**src/rtl/lcd_bl_ctrl.sv**
```systemverilog
// lcd_bl_ctrl
// LCD backlight controller for the clk27 domain.
// - The CPU programs an idle timeout in milliseconds and a PWM brightness.
// - When the timeout expires, the backlight fades out and then goes dark.
// - An activity toggle or force_on brings it back to full brightness.
//
// Ports:
//   clk27       clock
//   reset_n     asynchronous active-low reset
//   enable      backlight master enable (level)
//   force_on    holds the backlight on and wakes it from FADE/DARK
//   activity    toggle input; every change is one activity event
//   timeout_ms  idle timeout in ms, 0 disables the timeout
//   brightness  target PWM duty while ON
//   bl_out      registered PWM drive for the LCD_BL pin
//   state       0 OFF, 1 ON, 2 FADE, 3 DARK
//   ms_tick     one-cycle pulse per millisecond
module lcd_bl_ctrl #(
   parameter int CLK_HZ       = 27000000,
   parameter int MS_W         = 15,
   parameter int PWM_BITS     = 8,
   parameter int FADE_STEP_MS = 2
) (
   input  logic                clk27,
   input  logic                reset_n,
   input  logic                enable,
   input  logic                force_on,
   input  logic                activity,
   input  logic [MS_W-1:0]     timeout_ms,
   input  logic [PWM_BITS-1:0] brightness,
   output logic                bl_out,
   output logic [1:0]          state,
   output logic                ms_tick
);

   localparam int PRE_TC = CLK_HZ / 1000 - 1;
   localparam int PRE_W  = (PRE_TC < 1) ? 1 : $clog2(PRE_TC + 1);
   localparam int FADE_W = (FADE_STEP_MS < 2) ? 1 : $clog2(FADE_STEP_MS);

   localparam logic [PRE_W-1:0]    PRE_LAST  = PRE_W'(PRE_TC);
   localparam logic [FADE_W-1:0]   FADE_LAST = FADE_W'(FADE_STEP_MS - 1);
   localparam logic [PWM_BITS-1:0] DUTY_MAX  = '1;
   localparam logic [MS_W-1:0]     IDLE_MAX  = '1;

   typedef enum logic [1:0] {
      ST_OFF  = 2'd0,
      ST_ON   = 2'd1,
      ST_FADE = 2'd2,
      ST_DARK = 2'd3
   } state_t;

   state_t              cur_state;
   state_t              next_state;
   logic                act_prev;
   logic                evt;
   logic                wake;
   logic                timed_out;
   logic [PRE_W-1:0]    pre_ctr;
   logic [MS_W-1:0]     idle_ms;
   logic [MS_W-1:0]     idle_next;
   logic [FADE_W-1:0]   fade_ctr;
   logic [FADE_W-1:0]   fade_next;
   logic [PWM_BITS-1:0] duty;
   logic [PWM_BITS-1:0] duty_next;
   logic [PWM_BITS-1:0] pwm_ctr;

   // Any edge of the activity toggle is one event; force_on acts the same way.
   // The timeout is compared every cycle, so the CPU can lower it on the fly.
   assign evt       = activity ^ act_prev;
   assign wake      = evt | force_on;
   assign timed_out = (timeout_ms != '0) && (idle_ms >= timeout_ms);
   assign state     = cur_state;

   // State register.
   always_ff @(posedge clk27 or negedge reset_n) begin
      if (!reset_n) begin
         cur_state <= ST_OFF;
      end else begin
         cur_state <= next_state;
      end
   end

   // Next-state logic.
   // A low enable wins over everything else. After that, a wake event wins over
   // the timeout. Together these fix the priority in every state.
   always_comb begin
      next_state = cur_state;
      if (!enable) begin
         next_state = ST_OFF;
      end else begin
         case (cur_state)
            ST_OFF:  next_state = ST_ON;
            ST_ON:   if (!wake && timed_out) next_state = ST_FADE;
            ST_FADE: begin
               if (wake) begin
                  next_state = ST_ON;
               end else if (duty == '0) begin
                  next_state = ST_DARK;
               end
            end
            ST_DARK: if (wake) next_state = ST_ON;
            default: next_state = ST_OFF;
         endcase
      end
   end

   // Datapath next values, chosen from the state we are moving into.
   // This lets a wake from FADE reload the duty on the same edge.
   // On entry to FADE, duty keeps its last brightness and the fade step
   // counter restarts from zero.
   always_comb begin
      duty_next = duty;
      fade_next = fade_ctr;
      case (next_state)
         ST_ON: begin
            duty_next = brightness;
            fade_next = '0;
         end
         ST_FADE: begin
            if (cur_state != ST_FADE) begin
               fade_next = '0;
            end else if (ms_tick) begin
               if (fade_ctr == FADE_LAST) begin
                  fade_next = '0;
                  if (duty != '0) duty_next = duty - 1'b1;
               end else begin
                  fade_next = fade_ctr + 1'b1;
               end
            end
         end
         default: begin
            duty_next = '0;
            fade_next = '0;
         end
      endcase

      idle_next = idle_ms;
      if (cur_state == ST_OFF || wake) begin
         idle_next = '0;
      end else if (ms_tick && idle_ms != IDLE_MAX) begin
         idle_next = idle_ms + 1'b1;
      end
   end

   // Datapath registers.
   // - The prescaler runs in every state. Its wrap is registered, so ms_tick
   //   lands in the cycle after the wrap.
   // - Full-scale duty forces the output high. Without this, the strict
   //   compare would drop one cycle per PWM period.
   always_ff @(posedge clk27 or negedge reset_n) begin
      if (!reset_n) begin
         act_prev <= 1'b0;
         pre_ctr  <= '0;
         ms_tick  <= 1'b0;
         idle_ms  <= '0;
         fade_ctr <= '0;
         duty     <= '0;
         pwm_ctr  <= '0;
         bl_out   <= 1'b0;
      end else begin
         act_prev <= activity;
         if (pre_ctr == PRE_LAST) begin
            pre_ctr <= '0;
            ms_tick <= 1'b1;
         end else begin
            pre_ctr <= pre_ctr + 1'b1;
            ms_tick <= 1'b0;
         end
         idle_ms  <= idle_next;
         fade_ctr <= fade_next;
         duty     <= duty_next;
         pwm_ctr  <= pwm_ctr + 1'b1;
         bl_out   <= (duty == DUTY_MAX) || (pwm_ctr < duty);
      end
   end

endmodule

```
**config.mk**
```make
export PLATFORM = sky130hd
export DESIGN_NAME = lcd_bl_ctrl
export DESIGN_NICKNAME = d
export VERILOG_FILES = /design/src/rtl/lcd_bl_ctrl.sv
export SDC_FILE = /design/constraint.sdc
export NUM_CORES = 1
export LEC_CHECK = 0
export ABC_AREA = 1
export BUFFER_PORTS_ARGS = -buffer_cell sky130_fd_sc_hd__buf_2
export CELL_PAD_IN_SITES_DETAIL_PLACEMENT = 0
export CELL_PAD_IN_SITES_GLOBAL_PLACEMENT = 1
export CORE_UTILIZATION = 45
export CTS_CLUSTER_DIAMETER = 50
export DETAILED_ROUTE_END_ITERATION = 10
export PLACE_DENSITY = 0.8
export SKIP_LAST_GASP = 1
export SLEW_MARGIN = 10
export SYNTH_ARGS = -nofsm -noshare
export SYNTH_HDL_FRONTEND = slang
export SYNTH_SLANG_ARGS = --single-unit
```
**constraint.sdc**
```tcl
create_clock -name clk27 -period 4.94 [get_ports clk27]
set_input_delay 0.494 -clock clk27 [delete_from_list [all_inputs] [get_ports clk27]]
set_output_delay 0.494 -clock clk27 [all_outputs]
set_load 0.01 [all_outputs]
```
# Yosys cells after proc, flatten, opt, wreduce, memory -nomap -nowiden
# Cells that the tools add are included.
[word_totals]
regBits = 52
input_bits = 28
out_inout_bits = 4
word_cells = 63
[classes]
n_addsub = 5
n_lt_le_gt_ge = 2
n_eq_ne = 14
muxes = 19
bitwise = 2
reduce_logical = 12
[op_table]
columns = ["operator", "n"]
rows = [
  ["$mux 15", 3],
  ["$mux 8", 4],
  ["$add 15x1->15 const B", 2],
  ["$pmux 8 s2", 1],
  ["$eq 15x15->1 const B", 1],
  ["$ge 15x15->1", 1],
  ["$ne 15x15->1 const B", 1],
  ["$reduce_bool 15->1", 1],
  ["$mux 2", 5],
  ["$ne 2x2->1 const B", 5],
  ["$add 8x1->8 const B", 1],
  ["$eq 8x8->1 const B", 1],
  ["$logic_not 8->1", 1],
  ["$lt 8x8->1", 1],
  ["$pmux 2 s4", 1],
  ["$reduce_bool 8->1", 1],
  ["$sub 8x1->8 const B", 1],
  ["$eq 2x2->1 const B", 3],
  ["$mux 1", 5],
  ["$eq 2x1->1 const B", 2],
  ["$reduce_and 4->1", 1],
  ["$logic_and 1x1->1", 3],
  ["$ne 3x3->1 const B", 1],
  ["$logic_not 2->1", 1],
  ["other kinds (6)", 7],
]

# Depth between registers and ports, before layout
[depth]
depth_word = 10
mapped_depth = 18

# Worst setup path after synthesis
# No wires, ideal clock.
[synth_path]
kind = "in2reg"
from = "input timeout_ms[14]"
to = "register duty[4]"
arrival_time_ns = 2.116
slack_ns = 2.741
stages = 15
path_cell_list = "inv_1 > ha_1 > nand2_1 > nor2_1 > inv_1 > nor2_1 > nand2_1 > nand3_1 > nand2_1 > a21oi_1 > ha_1 > inv_1 > a21oi_1 > a22oi_1 > o21ai_0"
[synth_between]
elab_chain_cells = 9
word_cells_on_any_way = 15
classes_between = "order compare (1); eq/ne (6); mux (4); reduce/logical (4)"
[synth_lines]
columns = ["element", "line_no", "text"]
rows = [
  ["start, declared", "29", "input logic [MS_W-1:0] timeout_ms,"],
  ["$ge 15x15->1 or $reduce_bool 15->1 (tied branches)", "71", "assign timed_out = (timeout_ms != '0) && (idle_ms >= timeout_ms);"],
  ["$logic_and 1x1->1 *", "71", ""],
  ["$logic_and 1x1->1 *", "93", "ST_ON: if (!wake && timed_out) next_state = ST_FADE;"],
  ["$mux 2 *", "93", ""],
  ["$pmux 2 s4 *", "91", "case (cur_state)"],
  ["$mux 2 *", "88", "if (!enable) begin"],
  ["net next_state[1]", "53", "state_t next_state;"],
  ["$eq 2x2->1", "114", "case (next_state)"],
  ["$ne 2x2->1 (no source line)", "--", ""],
  ["$reduce_and 4->1 (no source line)", "--", ""],
  ["end signal, assigned", "171", "duty <= duty_next;"],
  ["end, declared", "63", "logic [PWM_BITS-1:0] duty;"],
]
# Mark *: on every way through the listed nets, which the timed path passes. The rest lies on a longest branch.
# A chain may end at the register's enable or synchronous reset.

# Worst setup path after layout
[layout_path]
from = "register idle_ms[12]"
to = "register duty[6]"
[layout_between]
elab_chain_cells = 9
word_cells_on_any_way = 14
classes_between = "order compare (1); eq/ne (6); mux (4); reduce/logical (3)"
[layout_lines]
columns = ["element", "line_no", "text"]
rows = [
  ["start, declared", "59", "logic [MS_W-1:0] idle_ms;"],
  ["start signal, assigned", "169", "idle_ms <= idle_next;"],
  ["$ge 15x15->1 *", "71", ""],
  ["$logic_and 1x1->1 *", "71", ""],
  ["$logic_and 1x1->1 *", "93", ""],
  ["$mux 2 *", "93", ""],
  ["$pmux 2 s4 *", "91", ""],
  ["$mux 2 *", "88", ""],
  ["net next_state[1]", "53", ""],
  ["$eq 2x2->1", "114", ""],
  ["$ne 2x2->1 (no source line)", "--", ""],
  ["$reduce_and 4->1 (no source line)", "--", ""],
]
# Marked as above.

==> reports/qor.yml <==
fmax_ghz: 0.397
yosysUniqueCellTypes: 32
rsz0062_at_grt: "false"
grt_max_degree: 53
ys_top_cells_by_count: "nand2_1, inv_1, dfrtp_1"
die_w_um: 91.6
p_leak_nw: 2.11
placed_cell_area_um2: 3880
drv_cap: 0
hold_class: "in -> async"
p_sw_mw: 0.202
fp.dieH_um: 91.6
clkSlewWorstSetupHoldPaths_ns: 0.10
cts_setup_buffers: 0
clock_sinks: 52
ant_nets: 0
ys_ff_latch: 52
syn-instance-count: 491
synth_nets: 549
internal-power_mw: 0.608
route.detailed.drc: 0
antenna_found_initial: 0
rows: 32
crit_required_ns: 5.19
clockRootBuffer: "clkbuf_8"
port-buffer-count: 31
tightest_slew_ns: 0.675
clkPwrFrac_pct: 37.5
comb_power_share_pct: 9.0
start_kind: "flip-flop"
synthMostInstantiatedCell: "nand2_1"
arrival_ns: 2.77
insertion_delay_ns: 0.31
hpwl_mm: 6.07
n_antenna_cell: 0
async_reset_ff_share_pct: 100
start_util_pct: 46.7
finalCritPeriodShare_pct: 50.9
core_um2: 7730
synth_top_area_cell: "dfrtp_1"
syn_area_um2: 3610
cts_hold_buf: 0
synth_area_per_cell_um2: 7.35
slew_violations: 0
outcome: "finished clean"
avgRoutedWirePerCell_um: 12.6
hold_violations: 0
grt_pass1_wl_mm: 13.8
grt_util_all_layers_pct: 20.7
setup-violations-final: 0
first_pass_iters: 4
irDropWorstVdd_v: 0.000115
grt_pass1_vias: 2997
cts_max_level: 2
grt_overflow: 0
cts_buffer_depth: 2
synth_top_area_share_pct: 36.0
yosys_warnings: 0
path_class: "reg -> reg"
synth_edf_count: 0
fin_skew_ns: 0.0113
cp-end-kind: "flip-flop"
yosysSeqAreaShare_pct: 36.0
drive_gt1_share_pct: 12.3
via_per_inst: 5.09
routed_wl_mm: 7.90
num_vias: 3200
gp_congestion: 0.797
min_period_ns: 2.52
area_growth_pct: 10.6
power.share.switching_pct: 25.0
finish.net_count: 584
dieArea_um2: 8380
cts_resized: 0
finalNonFillerCells: 629
crit_fanout: 7
relSlewSlack_pct: 55.0
cts_buffers: 5
setup_tns_ns: 0
io_pins: 32
dp.cells: 621
synthFlopType: "dfrtp_1"
cts_tree: "done"
first_iter_violations: 138
power_frac_seq_pct: 53.4
fin_area_um2: 3990
synthTopCellsByArea: "dfrtp_1, nand2_1, ha_1"
powerDensity_nw_per_um2: 203
[critical path, cell delays in order (launching register included)]
cell     delay (ns)
dfrtp_1        0.48
ha_1           0.35
nand2_1        0.06
nor2_1         0.11
inv_1          0.05
nor2_1         0.09
nand2_1        0.05
nand3_1        0.06
nand2_1        0.08
a21oi_1        0.19
ha_1           0.35
inv_1          0.15
a21oi_1        0.12
o21ai_0        0.11
nand2_1        0.07
nand2_1        0.05
nand2_1        0.07
[final cells by class]
class	instances	area, um^2
clock buffer	5	68.8
clock inverter	3	46.3
timing repair buffer	32	163
inverter	83	313
sequential	52	1300
fill	765	3740
multi-input combinational	352	1970
tap	102	128
[metal layers]
metal | up-vias | global-route usage (%) | part of all wire, %
met2 | 41 | 35.0 | 48
met3 | 6 | 2.85 | 2.4
met4 | 0 | 4.37 | 0.80
li1 | 1669 | - | -
met5 | - | 0 | 0
met1 | 1484 | 28.2 | 49
[cells in the final DEF (no fill, tap or decap), types with 5 or more instances in the layout]
cell type | synthesis | layout
clkbuf_8 | 0 | 5
nand3_1 | 32 | 32
nand2_1 | 127 | 127
nand4_1 | 30 | 30
ha_1 | 30 | 30
a21oi_1 | 16 | 16
inv_1 | 80 | 80
nor2_1 | 42 | 42
nor3_1 | 11 | 11
nand2_2 | 6 | 6
dfrtp_1 | 52 | 52
xor2_1 | 13 | 13
buf_2 | 1 | 31
o21ai_0 | 15 | 15
[worst paths after layout]
check                            start           to  slack, ns  cells after the start
max                        idle_ms[12]      duty[6]       2.42                     16
min                            reset_n      duty[3]       0.28                      2
max reg2reg                idle_ms[12]      duty[6]       2.42                     16
min reg2reg                 pwm_ctr[7]   pwm_ctr[7]       0.48                      1
max in group asynchronous      reset_n  pre_ctr[13]       4.19                      2
min in group clk27            activity     act_prev       0.31                      1
[kinds of logic after synthesis]
kind of cell / after synthesis / synth area share (%)
and+or+nand+nor: 263 / 33.5
DFF: 52 / 36.0
xor gates and xnor gates: 17 / 4.12
adders and majority gates: 30 / 10.4
AOI/OAI and AO/OA: 42 / 6.62
buffers and inverters: 87 / 9.32
[state kept, by name, indices dropped and copies added, names as in the netlist]
signal    count
idle_ms      15
pwm_ctr       8
duty          8
act_prev      1
ms_tick       1
fade_ctr      1
bl_out        1
state         2
pre_ctr      15
[through the flow]
stage,hold slack [ns],total power [mW],worst slack (ns),util (%)
after floorplan,0.198,0.483,2.74,-
after detailed placement,0.471,0.516,2.31,50.2
final,0.277,0.811,2.42,51.7
after global placement,0.468,0.515,2.39,50.2
after CTS,0.308,0.824,2.42,51.7
after global routing,0.306,0.851,2.12,51.7
[power by group through the flow]
stage | clock network [mW] | logic, mW | registers [mW]
floorplan | 0 | 0.0410 | 0.441
global placement | 0 | 0.0735 | 0.442
detailed placement | 0 | 0.0743 | 0.442
CTS | 0.316 | 0.0746 | 0.433
global route | 0.330 | 0.0860 | 0.434
finish | 0.304 | 0.0730 | 0.433
Power figures use the tool's default switching activity.
